**src/rtl/id_ex_hazard_latch_pkg.sv**
```systemverilog
// Shared widths, control-field bit positions and action encoding for the
// ID/EX pipeline register with load-use hazard detection.
package id_ex_hazard_latch_pkg;

  // Default widths of the pipeline datapath.
  localparam int NB_REG  = 5;
  localparam int NB_DATA = 32;
  localparam int NB_CTRL = 12;

  // Bit positions of the packed EX/MEM/WB control word.
  localparam int CTRL_ALU_OP_LSB = 0;
  localparam int CTRL_ALU_OP_MSB = 3;
  localparam int CTRL_ALU_SRC    = 4;
  localparam int CTRL_REG_DST    = 5;
  localparam int CTRL_MEM_READ   = 6;
  localparam int CTRL_MEM_WRITE  = 7;
  localparam int CTRL_BRANCH     = 8;
  localparam int CTRL_MEM_TO_REG = 9;
  localparam int CTRL_REG_WRITE  = 10;
  localparam int CTRL_JUMP_LINK  = 11;

  // What the pipeline register does on the next clock edge.
  typedef enum logic [1:0] {
    ACT_HOLD   = 2'd0,
    ACT_BUBBLE = 2'd1,
    ACT_LOAD   = 2'd2
  } latch_act_e;

endpackage

```
**src/rtl/id_ex_hazard_latch_if.sv**
```systemverilog
// ID-stage inputs and EX-stage outputs of the ID/EX pipeline register.
// master = decode side that drives the ID fields, slave = the latch itself.
interface id_ex_hazard_latch_if #(
  parameter int NB_REG  = id_ex_hazard_latch_pkg::NB_REG,
  parameter int NB_DATA = id_ex_hazard_latch_pkg::NB_DATA,
  parameter int NB_CTRL = id_ex_hazard_latch_pkg::NB_CTRL
);
  logic               i_enable;
  logic               i_flush;
  logic [NB_REG-1:0]  i_if_id_rs;
  logic [NB_REG-1:0]  i_if_id_rt;
  logic [NB_REG-1:0]  i_if_id_rd;
  logic [NB_DATA-1:0] i_rs_data;
  logic [NB_DATA-1:0] i_rt_data;
  logic [NB_DATA-1:0] i_imm;
  logic [NB_CTRL-1:0] i_ctrl;
  logic               i_wr_en;
  logic               i_mem_rd_en;

  logic [NB_REG-1:0]  o_id_ex_rs;
  logic [NB_REG-1:0]  o_id_ex_rt;
  logic [NB_REG-1:0]  o_id_ex_rd;
  logic [NB_DATA-1:0] o_rs_data;
  logic [NB_DATA-1:0] o_rt_data;
  logic [NB_DATA-1:0] o_imm;
  logic [NB_CTRL-1:0] o_ctrl;
  logic               o_wr_en;
  logic               o_mem_rd_en;
  logic               o_stall;
  logic [NB_DATA-1:0] o_stall_count;

  modport master (
    output i_enable, i_flush, i_if_id_rs, i_if_id_rt, i_if_id_rd,
           i_rs_data, i_rt_data, i_imm, i_ctrl, i_wr_en, i_mem_rd_en,
    input  o_id_ex_rs, o_id_ex_rt, o_id_ex_rd, o_rs_data, o_rt_data,
           o_imm, o_ctrl, o_wr_en, o_mem_rd_en, o_stall, o_stall_count
  );

  modport slave (
    input  i_enable, i_flush, i_if_id_rs, i_if_id_rt, i_if_id_rd,
           i_rs_data, i_rt_data, i_imm, i_ctrl, i_wr_en, i_mem_rd_en,
    output o_id_ex_rs, o_id_ex_rt, o_id_ex_rd, o_rs_data, o_rt_data,
           o_imm, o_ctrl, o_wr_en, o_mem_rd_en, o_stall, o_stall_count
  );
endinterface

```
**src/rtl/id_ex_hazard_latch_hazard_detect_unit.sv**
```systemverilog
// Purely combinational load-use hazard detector. A load sitting in EX whose
// destination (rt, never r0) is read by the instruction in ID forces a stall,
// unless that ID instruction is being flushed anyway.
module hazard_detect_unit #(
  parameter int NB_REG = id_ex_hazard_latch_pkg::NB_REG
) (
  input  logic              i_ex_mem_rd_en,
  input  logic [NB_REG-1:0] i_ex_rt,
  input  logic [NB_REG-1:0] i_id_rs,
  input  logic [NB_REG-1:0] i_id_rt,
  input  logic              i_flush,
  output logic              o_stall
);
  logic w_hazard;

  assign w_hazard = i_ex_mem_rd_en
                  && (i_ex_rt != {NB_REG{1'b0}})
                  && ((i_ex_rt == i_id_rs) || (i_ex_rt == i_id_rt));

  assign o_stall = w_hazard && !i_flush;
endmodule

```
**src/rtl/id_ex_hazard_latch.sv**
```systemverilog
// ID/EX pipeline register with load-use stall, branch flush, debug-step
// enable and a saturating stall-cycle counter. All state lives here; the
// hazard decision comes from hazard_detect_unit.
module id_ex_hazard_latch
  import id_ex_hazard_latch_pkg::*;
#(
  parameter int NB_REG  = id_ex_hazard_latch_pkg::NB_REG,
  parameter int NB_DATA = id_ex_hazard_latch_pkg::NB_DATA,
  parameter int NB_CTRL = id_ex_hazard_latch_pkg::NB_CTRL
) (
  input logic                 i_clock,
  input logic                 i_reset,
  id_ex_hazard_latch_if.slave bus
);
  logic [NB_REG-1:0]  r_id_ex_rs;
  logic [NB_REG-1:0]  r_id_ex_rt;
  logic [NB_REG-1:0]  r_id_ex_rd;
  logic [NB_DATA-1:0] r_rs_data;
  logic [NB_DATA-1:0] r_rt_data;
  logic [NB_DATA-1:0] r_imm;
  logic [NB_CTRL-1:0] r_ctrl;
  logic               r_wr_en;
  logic               r_mem_rd_en;
  logic [NB_DATA-1:0] r_stall_count;
  logic               w_stall;
  latch_act_e         w_act;

  hazard_detect_unit #(.NB_REG(NB_REG)) u_hazard (
    .i_ex_mem_rd_en (r_mem_rd_en),
    .i_ex_rt        (r_id_ex_rt),
    .i_id_rs        (bus.i_if_id_rs),
    .i_id_rt        (bus.i_if_id_rt),
    .i_flush        (bus.i_flush),
    .o_stall        (w_stall)
  );

  // Choose hold, bubble (flush or stall) or capture for the next edge.
  always_comb begin
    w_act = ACT_HOLD;
    if (!bus.i_enable) begin
      w_act = ACT_HOLD;
    end else if (bus.i_flush || w_stall) begin
      w_act = ACT_BUBBLE;
    end else begin
      w_act = ACT_LOAD;
    end
  end

  // Pipeline register: bubble clears everything, load captures the ID fields.
  always_ff @(posedge i_clock or negedge i_reset) begin
    if (!i_reset) begin
      r_id_ex_rs  <= '0;
      r_id_ex_rt  <= '0;
      r_id_ex_rd  <= '0;
      r_rs_data   <= '0;
      r_rt_data   <= '0;
      r_imm       <= '0;
      r_ctrl      <= '0;
      r_wr_en     <= 1'b0;
      r_mem_rd_en <= 1'b0;
    end else begin
      case (w_act)
        ACT_BUBBLE: begin
          r_id_ex_rs  <= '0;
          r_id_ex_rt  <= '0;
          r_id_ex_rd  <= '0;
          r_rs_data   <= '0;
          r_rt_data   <= '0;
          r_imm       <= '0;
          r_ctrl      <= '0;
          r_wr_en     <= 1'b0;
          r_mem_rd_en <= 1'b0;
        end
        ACT_LOAD: begin
          r_id_ex_rs  <= bus.i_if_id_rs;
          r_id_ex_rt  <= bus.i_if_id_rt;
          r_id_ex_rd  <= bus.i_if_id_rd;
          r_rs_data   <= bus.i_rs_data;
          r_rt_data   <= bus.i_rt_data;
          r_imm       <= bus.i_imm;
          r_ctrl      <= bus.i_ctrl;
          r_wr_en     <= bus.i_wr_en;
          r_mem_rd_en <= bus.i_mem_rd_en;
        end
        default: begin
          r_id_ex_rs  <= r_id_ex_rs;
          r_id_ex_rt  <= r_id_ex_rt;
          r_id_ex_rd  <= r_id_ex_rd;
          r_rs_data   <= r_rs_data;
          r_rt_data   <= r_rt_data;
          r_imm       <= r_imm;
          r_ctrl      <= r_ctrl;
          r_wr_en     <= r_wr_en;
          r_mem_rd_en <= r_mem_rd_en;
        end
      endcase
    end
  end

  // Count enabled stall cycles, sticking at all-ones instead of wrapping.
  always_ff @(posedge i_clock or negedge i_reset) begin
    if (!i_reset) begin
      r_stall_count <= '0;
    end else if (bus.i_enable && w_stall && !(&r_stall_count)) begin
      r_stall_count <= r_stall_count + {{(NB_DATA-1){1'b0}}, 1'b1};
    end else begin
      r_stall_count <= r_stall_count;
    end
  end

  assign bus.o_id_ex_rs    = r_id_ex_rs;
  assign bus.o_id_ex_rt    = r_id_ex_rt;
  assign bus.o_id_ex_rd    = r_id_ex_rd;
  assign bus.o_rs_data     = r_rs_data;
  assign bus.o_rt_data     = r_rt_data;
  assign bus.o_imm         = r_imm;
  assign bus.o_ctrl        = r_ctrl;
  assign bus.o_wr_en       = r_wr_en;
  assign bus.o_mem_rd_en   = r_mem_rd_en;
  assign bus.o_stall       = w_stall;
  assign bus.o_stall_count = r_stall_count;
endmodule

```
**src/flat_wrapper.sv**
```systemverilog
// flat-port wrapper written by rule: the top's interface ports become plain ports
module id_ex_hazard_latch_flat import id_ex_hazard_latch_pkg::*;
#(
  parameter int NB_REG  = id_ex_hazard_latch_pkg::NB_REG,
  parameter int NB_DATA = id_ex_hazard_latch_pkg::NB_DATA,
  parameter int NB_CTRL = id_ex_hazard_latch_pkg::NB_CTRL
)
  (i_clock, i_reset, bus_i_enable, bus_i_flush, bus_i_if_id_rs, bus_i_if_id_rt, bus_i_if_id_rd, bus_i_rs_data, bus_i_rt_data, bus_i_imm, bus_i_ctrl, bus_i_wr_en, bus_i_mem_rd_en, bus_o_id_ex_rs, bus_o_id_ex_rt, bus_o_id_ex_rd, bus_o_rs_data, bus_o_rt_data, bus_o_imm, bus_o_ctrl, bus_o_wr_en, bus_o_mem_rd_en, bus_o_stall, bus_o_stall_count);
  id_ex_hazard_latch_if #(.NB_REG(NB_REG), .NB_DATA(NB_DATA), .NB_CTRL(NB_CTRL)) bus_i ();
  input logic i_clock;
  input logic i_reset;
  input wire logic [$bits(bus_i.i_enable)-1:0] bus_i_enable;
  input wire logic [$bits(bus_i.i_flush)-1:0] bus_i_flush;
  input wire logic [$bits(bus_i.i_if_id_rs)-1:0] bus_i_if_id_rs;
  input wire logic [$bits(bus_i.i_if_id_rt)-1:0] bus_i_if_id_rt;
  input wire logic [$bits(bus_i.i_if_id_rd)-1:0] bus_i_if_id_rd;
  input wire logic [$bits(bus_i.i_rs_data)-1:0] bus_i_rs_data;
  input wire logic [$bits(bus_i.i_rt_data)-1:0] bus_i_rt_data;
  input wire logic [$bits(bus_i.i_imm)-1:0] bus_i_imm;
  input wire logic [$bits(bus_i.i_ctrl)-1:0] bus_i_ctrl;
  input wire logic [$bits(bus_i.i_wr_en)-1:0] bus_i_wr_en;
  input wire logic [$bits(bus_i.i_mem_rd_en)-1:0] bus_i_mem_rd_en;
  output wire logic [$bits(bus_i.o_id_ex_rs)-1:0] bus_o_id_ex_rs;
  output wire logic [$bits(bus_i.o_id_ex_rt)-1:0] bus_o_id_ex_rt;
  output wire logic [$bits(bus_i.o_id_ex_rd)-1:0] bus_o_id_ex_rd;
  output wire logic [$bits(bus_i.o_rs_data)-1:0] bus_o_rs_data;
  output wire logic [$bits(bus_i.o_rt_data)-1:0] bus_o_rt_data;
  output wire logic [$bits(bus_i.o_imm)-1:0] bus_o_imm;
  output wire logic [$bits(bus_i.o_ctrl)-1:0] bus_o_ctrl;
  output wire logic [$bits(bus_i.o_wr_en)-1:0] bus_o_wr_en;
  output wire logic [$bits(bus_i.o_mem_rd_en)-1:0] bus_o_mem_rd_en;
  output wire logic [$bits(bus_i.o_stall)-1:0] bus_o_stall;
  output wire logic [$bits(bus_i.o_stall_count)-1:0] bus_o_stall_count;
  assign bus_i.i_enable = bus_i_enable;
  assign bus_i.i_flush = bus_i_flush;
  assign bus_i.i_if_id_rs = bus_i_if_id_rs;
  assign bus_i.i_if_id_rt = bus_i_if_id_rt;
  assign bus_i.i_if_id_rd = bus_i_if_id_rd;
  assign bus_i.i_rs_data = bus_i_rs_data;
  assign bus_i.i_rt_data = bus_i_rt_data;
  assign bus_i.i_imm = bus_i_imm;
  assign bus_i.i_ctrl = bus_i_ctrl;
  assign bus_i.i_wr_en = bus_i_wr_en;
  assign bus_i.i_mem_rd_en = bus_i_mem_rd_en;
  assign bus_o_id_ex_rs = bus_i.o_id_ex_rs;
  assign bus_o_id_ex_rt = bus_i.o_id_ex_rt;
  assign bus_o_id_ex_rd = bus_i.o_id_ex_rd;
  assign bus_o_rs_data = bus_i.o_rs_data;
  assign bus_o_rt_data = bus_i.o_rt_data;
  assign bus_o_imm = bus_i.o_imm;
  assign bus_o_ctrl = bus_i.o_ctrl;
  assign bus_o_wr_en = bus_i.o_wr_en;
  assign bus_o_mem_rd_en = bus_i.o_mem_rd_en;
  assign bus_o_stall = bus_i.o_stall;
  assign bus_o_stall_count = bus_i.o_stall_count;
  id_ex_hazard_latch #(.NB_REG(NB_REG), .NB_DATA(NB_DATA), .NB_CTRL(NB_CTRL)) u_core (.i_clock(i_clock), .i_reset(i_reset), .bus(bus_i));
endmodule
```
**config.mk**
```make
export PLATFORM = sky130hd
export DESIGN_NAME = id_ex_hazard_latch_flat
export DESIGN_NICKNAME = d
export VERILOG_FILES = /design/src/rtl/id_ex_hazard_latch_pkg.sv /design/src/rtl/id_ex_hazard_latch_if.sv /design/src/rtl/id_ex_hazard_latch_hazard_detect_unit.sv /design/src/rtl/id_ex_hazard_latch.sv /design/src/flat_wrapper.sv
export SDC_FILE = /design/constraint.sdc
export NUM_CORES = 1
export LEC_CHECK = 0
export ABC_AREA = 1
export CORE_ASPECT_RATIO = 1.75
export CORE_UTILIZATION = 45
export CTS_CLUSTER_DIAMETER = 100
export DETAILED_ROUTE_END_ITERATION = 6
export PLACE_DENSITY = 0.87
export SLEW_MARGIN = 20
export SYNTH_ARGS = -nofsm -noshare
export SYNTH_HDL_FRONTEND = slang
export SYNTH_HIERARCHICAL = 1
export SYNTH_SLANG_ARGS = --single-unit
```
**constraint.sdc**
```tcl
create_clock -name i_clock -period 3 [get_ports i_clock]
set_input_delay 0.3 -clock i_clock [delete_from_list [all_inputs] [get_ports i_clock]]
set_output_delay 0.3 -clock i_clock [all_outputs]
set_load 0.05 [all_outputs]
```
# Yosys cells after proc, flatten, opt, wreduce, memory -nomap -nowiden
# Index checks and enable logic that the tools add are counted.
# word_totals
reg_bits	157
out_inout_bits	158
elab_cells	38
# classes
n_addsub	1
n_eq_ne	4
n_mux	11
reduce_logical	12
# op_table
operator	count
$pmux W32 S2	3
$add A32 B1 Y32 const B	1
$reduce_and A32 Y1	1
$pmux W5 S2	3
$pmux W12 S2	1
$eq A5 B5 Y1	2
$logic_and A1 B1 Y1	5
$reduce_bool A5 Y1	1
$mux W2	2
$pmux W1 S2	2
$eq A2 B1 Y1 const B	1
$eq A2 B2 Y1 const B	1
$logic_not A1 Y1	2
$logic_or A1 B1 Y1	2
$reduce_bool A2 Y1	1

# Depth between registers and ports, before layout
# depth
ltp_word	9
mapped_depth	13
depth_no_buf	13

# Modules after synthesis
# Netlist, hierarchy kept.
# by_module_without_submodules
mod	n_inst	cells_per_inst	area_per_inst_um2	seq_area_each_um2
id_ex_hazard_latch	1	853	7131.8	3928.8
hazard_detect_unit	1	45	196.4	0.0

# Worst setup path before layout
# No wires, ideal clock.
# synth_timing
path_kind	register to register
from	register u_core.r_id_ex_rt[2] (netlist: u_core/bus.o_id_ex_rt[2])
to	register u_core.r_stall_count[25] (netlist: u_core/bus.o_stall_count[25])
setup_ns	0.120
arrival_time_ns	2.502
setup_slack_ns	0.378
stages_incl_launch_ff	14
path_cell_list	dfrtp_1 -> inv_1 -> nand2_1 -> nand2_1 -> nor2_1 -> nand3_1 -> a21oi_2 -> nand2_2 -> inv_2 -> nand3_1 -> nor3_1 -> nand3_1 -> nand2_1 -> nand2_1
# synth_between
elab_chain_len	6
word_cells_on_any_way	9
classes_between	2 x eq/ne; 7 x reduce/logical
# synth_lines
element	line_no	source
from (decl)	id_ex_hazard_latch.sv:16	logic [NB_REG-1:0] r_id_ex_rt;
from (signal assigned)	id_ex_hazard_latch.sv:76	r_id_ex_rt <= bus.i_if_id_rt;
from (signal assigned)	id_ex_hazard_latch.sv:87	r_id_ex_rt <= r_id_ex_rt;
$eq A5 B5 Y1 or $reduce_bool A5 Y1 (tied branches)	id_ex_hazard_latch_hazard_detect_unit.sv:18, id_ex_hazard_latch_hazard_detect_unit.sv:17	
$logic_or A1 B1 Y1 or $logic_and A1 B1 Y1 (tied branches)	id_ex_hazard_latch_hazard_detect_unit.sv:18, id_ex_hazard_latch_hazard_detect_unit.sv:17	
$logic_and A1 B1 Y1 *	id_ex_hazard_latch_hazard_detect_unit.sv:18	&& ((i_ex_rt == i_id_rs) || (i_ex_rt == i_id_rt));
$logic_and A1 B1 Y1 *	id_ex_hazard_latch_hazard_detect_unit.sv:20	assign o_stall = w_hazard && !i_flush;
net bus_o_stall	flat_wrapper.sv:32	output wire logic [$bits(bus_i.o_stall)-1:0] bus_o_stall;
$logic_and A1 B1 Y1 * (2 in series)	id_ex_hazard_latch.sv:104	end else if (bus.i_enable && w_stall && !(&r_stall_count)) begin
to (signal assigned)	id_ex_hazard_latch.sv:105	r_stall_count <= r_stall_count + {{(NB_DATA-1){1'b0}}, 1'b1};
to (signal assigned)	id_ex_hazard_latch.sv:107	r_stall_count <= r_stall_count;
to (decl)	id_ex_hazard_latch.sv:24	logic [NB_DATA-1:0] r_stall_count;
# Mark *: on every way through the listed nets, which the timed path passes. The rest lies on a longest branch.
# A chain may end at the register's enable or synchronous reset.

# Final worst setup path
# layout_timing
from	register u_core.r_id_ex_rt[2] (netlist: u_core/bus.o_id_ex_rt[2])
to	register u_core.r_stall_count[25] (netlist: u_core/bus.o_stall_count[25])
# layout_between
elab_chain_len	6
word_cells_on_any_way	9
classes_between	2 x eq/ne; 7 x reduce/logical
# layout_lines
element	line_no
$eq A5 B5 Y1 or $reduce_bool A5 Y1 (tied branches)	id_ex_hazard_latch_hazard_detect_unit.sv:18, id_ex_hazard_latch_hazard_detect_unit.sv:17
$logic_or A1 B1 Y1 or $logic_and A1 B1 Y1 (tied branches)	id_ex_hazard_latch_hazard_detect_unit.sv:18, id_ex_hazard_latch_hazard_detect_unit.sv:17
$logic_and A1 B1 Y1 *	id_ex_hazard_latch_hazard_detect_unit.sv:18
$logic_and A1 B1 Y1 *	id_ex_hazard_latch_hazard_detect_unit.sv:20
$logic_and A1 B1 Y1 * (2 in series)	id_ex_hazard_latch.sv:104
# Mark *: on every way between the ends. The rest lies on a longest branch, timed or not.

==> out/metrics.yaml <==
htree_num_levels: 4
postSynthCellCount: 898
slew_headroom: 0.457
reg2reg_from: "u_core/bus.o_id_ex_rt[2]$_DFFE_PN0P_"
required_ns: 3.31
r2r_cells: 13
min_path_cells: 2
yosysWarningCount: 6
syn2layout_area_growth_pct: 48.1
max_freq_mhz: 409
wirelength_mm: 21.7
crit_arrival_ns: 2.75
grt_pass1_wl_mm: 33.8
row_count: 61
p_int_w: 0.00390
start_kind: "flop"
cts_buffers: 17
num_vias: 7019
cap_violations: 0
postCtsSetupBuffers: 0
async_reset_ff_frac: 1.00
hpwlAfterDp_mm: 15.7
crit_slowest_cell: "dfrtp_1"
fin_crit_ns: 2.44
fin_skew_ns: 0.0172
synth.most_common_cell: "inv_1"
layout-drive-gt1-share: 0.0493
path_max_fanout: 10
drc: 12
crit_path_start: "u_core/bus.o_id_ex_rt[2]$_DFFE_PN0P_"
final_core_util: 0.684
p_clk_frac: 0.366
initial_utilization: 0.462
finalSetupViolations: 0
p_per_area_nw_per_um2: 530
place_inst: 1333
outcome: "finished, violations left"
chipHeight_um: 171
crit_chain: "inv_1, nand2_1, nand2_1, nor2_1, nand3_1, a21oi_2, nand2_2, inv_2, nand3_1, nor3_1, nand3_1, nand2_1, nand2_1"
hold_class: "input pin to flop"
gp_congestion: 0.930
cts_root_buffer: "clkbuf_16"
instances_no_fill: 1365
yosysTopAreaCellShare: 0.536
seq_area_frac_synth: 0.536
max_stage_delay_ns: 0.45
post_cts_resized: 0
syn_nets: 1028
tightest_slew_ns: 0.815
power_frac_seq: 0.408
end_kind: "flop"
ioPinCount: 287
crit_top_cell: "nand2_1"
grt_usage: 0.257
worstSetupPathType: "flop to flop"
fin_area_um2: 10900
p_leak_nw: 4.67
whs_ns: 0.322
tns_ns: 0
antenna_found_initial: 0
p_sw_frac: 0.322
ys_seq_elements: 157
core_um2: 15900
clock-sinks: 157
cts_tree: "done"
synth_edf_count: 0
yosys-top-cells-count: "159 x inv_1, 157 x dfrtp_1, 149 x nand3_1, 147 x nand2_1, 130 x o21ai_0"
grt_max_degree: 197
p_sw_w: 0.00185
fp.dieW_um: 98.5
drv_slew: 0
synthFlopType: "dfrtp_1"
synth_area_leaders: "dfrtp_1 54%, nand3_1 10%, o21ai_0 8.9%"
synthDistinctLibCells: 25
hold_buffers: 1
grt_overflow_total: 0
rsz0062_at_grt: "false"
pwr-share-comb: 0.226
syn-cell-area_um2: 7330
die_area_um2: 16800
clockBufferDepth: 2
rr_endpoint: "u_core/bus.o_stall_count[25]$_DFFE_PN0P_"
drt_iter0_markers: 378
ant_nets: 0
wire_per_inst_um: 15.9
hold_violations: 0
fin_crit_sh: 0.815
failed_checks: "DRC"
clkTransAtPathRegs_ns: 0.07
nNetsFinal: 1294
clk_latency_ns: 0.42
vias_per_cell: 5.14
dr.pass1.iters: 7
postPlaceCellArea_um2: 10300
avgSynthCellArea_um2: 8.16
cp-endpoint: "u_core/bus.o_stall_count[25]$_DFFE_PN0P_"
portBuffers: 286
synth_area_leader_cell: "dfrtp_1"
peakVddDrop_mv: 0.387
grt_pass1_vias: 6766
rrSetupSlack_ns: 0.56
n_antenna_cell: 0
==> critical path: cells and delay by family (launching register included) <==
family / cells / cell delay (ns)
and+or+nand+nor: 10 / 1.14
DFF: 1 / 0.45
AOI/OAI and AO/OA: 1 / 0.43
buffers and inverters: 2 / 0.33
==> state kept, by name, summed over array words and instances, names as in the netlist <==
name,flops
u_core/bus.o_mem_rd_en,1
u_core/bus.o_id_ex_rs,5
u_core/bus.o_ctrl,12
u_core/bus.o_stall_count,32
u_core/bus.o_rt_data,32
u_core/bus.o_rs_data,32
u_core/bus.o_wr_en,1
u_core/bus.o_id_ex_rt,5
u_core/bus.o_imm,32
u_core/bus.o_id_ex_rd,5
==> cell usage in the layout (no fill, tap or decap), types with 4 or more instances in the layout <==
| cell | count |
|---|---|
| buf_4 | 5 |
| clkbuf_16 | 17 |
| clkdlybuf4s50_1 | 283 |
| dfrtp_1 | 157 |
| inv_1 | 159 |
| inv_6 | 5 |
| nand2_1 | 147 |
| nand2_2 | 4 |
| nand3_1 | 149 |
| nand3b_1 | 6 |
| nand4_1 | 14 |
| nor2_1 | 55 |
| nor2_4 | 5 |
| o21ai_0 | 130 |
| xnor2_1 | 9 |
==> final cells by class <==
type,count,area (um^2)
clock inverter,14,148
fill,1239,5020
clock buffer,17,425
sequential,157,3930
tap,189,236
timing repair buffer,293,2940
multi-input combinational,533,2560
inverter,162,611
==> kinds of logic (layout without fill, tap and decap cells) <==
family / Yosys count / count (layout) / share of synthesized area
XOR/XNOR: 12 / 12 / 0.0143
AO/OA/AOI/OAI: 132 / 132 / 0.0907
flip-flops: 157 / 157 / 0.536
buffers and inverters: 208 / 486 / 0.115
AND/OR/NAND/NOR: 388 / 388 / 0.242
adder cells (fa/ha/maj): 1 / 1 / 0.00171
==> power by group through the flow <==
stage | logic [W] | clock network (W) | registers (W)
floorplan | 0.000217 | 0 | 0.00288
global placement | 0.00129 | 0 | 0.00238
finish | 0.00130 | 0.00210 | 0.00235
global route | 0.00138 | 0.00223 | 0.00237
CTS | 0.00131 | 0.00215 | 0.00235
detailed placement | 0.00131 | 0 | 0.00238
==> stage by stage <==
stage               total power [W]  setup slack (ns)
finish                      0.00575             0.556
global placement            0.00367             0.499
detailed placement          0.00369             0.332
CTS                         0.00581             0.615
floorplan                   0.00310             0.378
global route                0.00598             0.434
==> routing by layer <==
metal / vias up / wire [um] / track usage
met5: - / 0 / 0
met4: 0 / 1200 / 0.161
met3: 76 / 1090 / 0.0433
met2: 287 / 11400 / 0.457
met1: 3279 / 8060 / 0.284
li1: 3377 / - / -
==> how the worst min path moves through the flow <==
stage / start / endpoint / slack [ns]
2_1_floorplan: i_reset / u_core/bus.o_ctrl[0]$_DFFE_PN0P_ / 0.004
3_3_place_gp: i_reset / u_core/bus.o_stall_count[14]$_DFFE_PN0P_ / 0.37
3_5_place_dp: i_reset / u_core/bus.o_stall_count[20]$_DFFE_PN0P_ / 0.38
4_1_cts: bus_i_enable / u_core/bus.o_ctrl[10]$_DFFE_PN0P_ / 0.30
5_1_grt: bus_i_enable / u_core/bus.o_ctrl[10]$_DFFE_PN0P_ / 0.33
6_report: bus_i_enable / u_core/bus.o_ctrl[10]$_DFFE_PN0P_ / 0.32
Note: power is estimated with default switching activity, not from simulation.
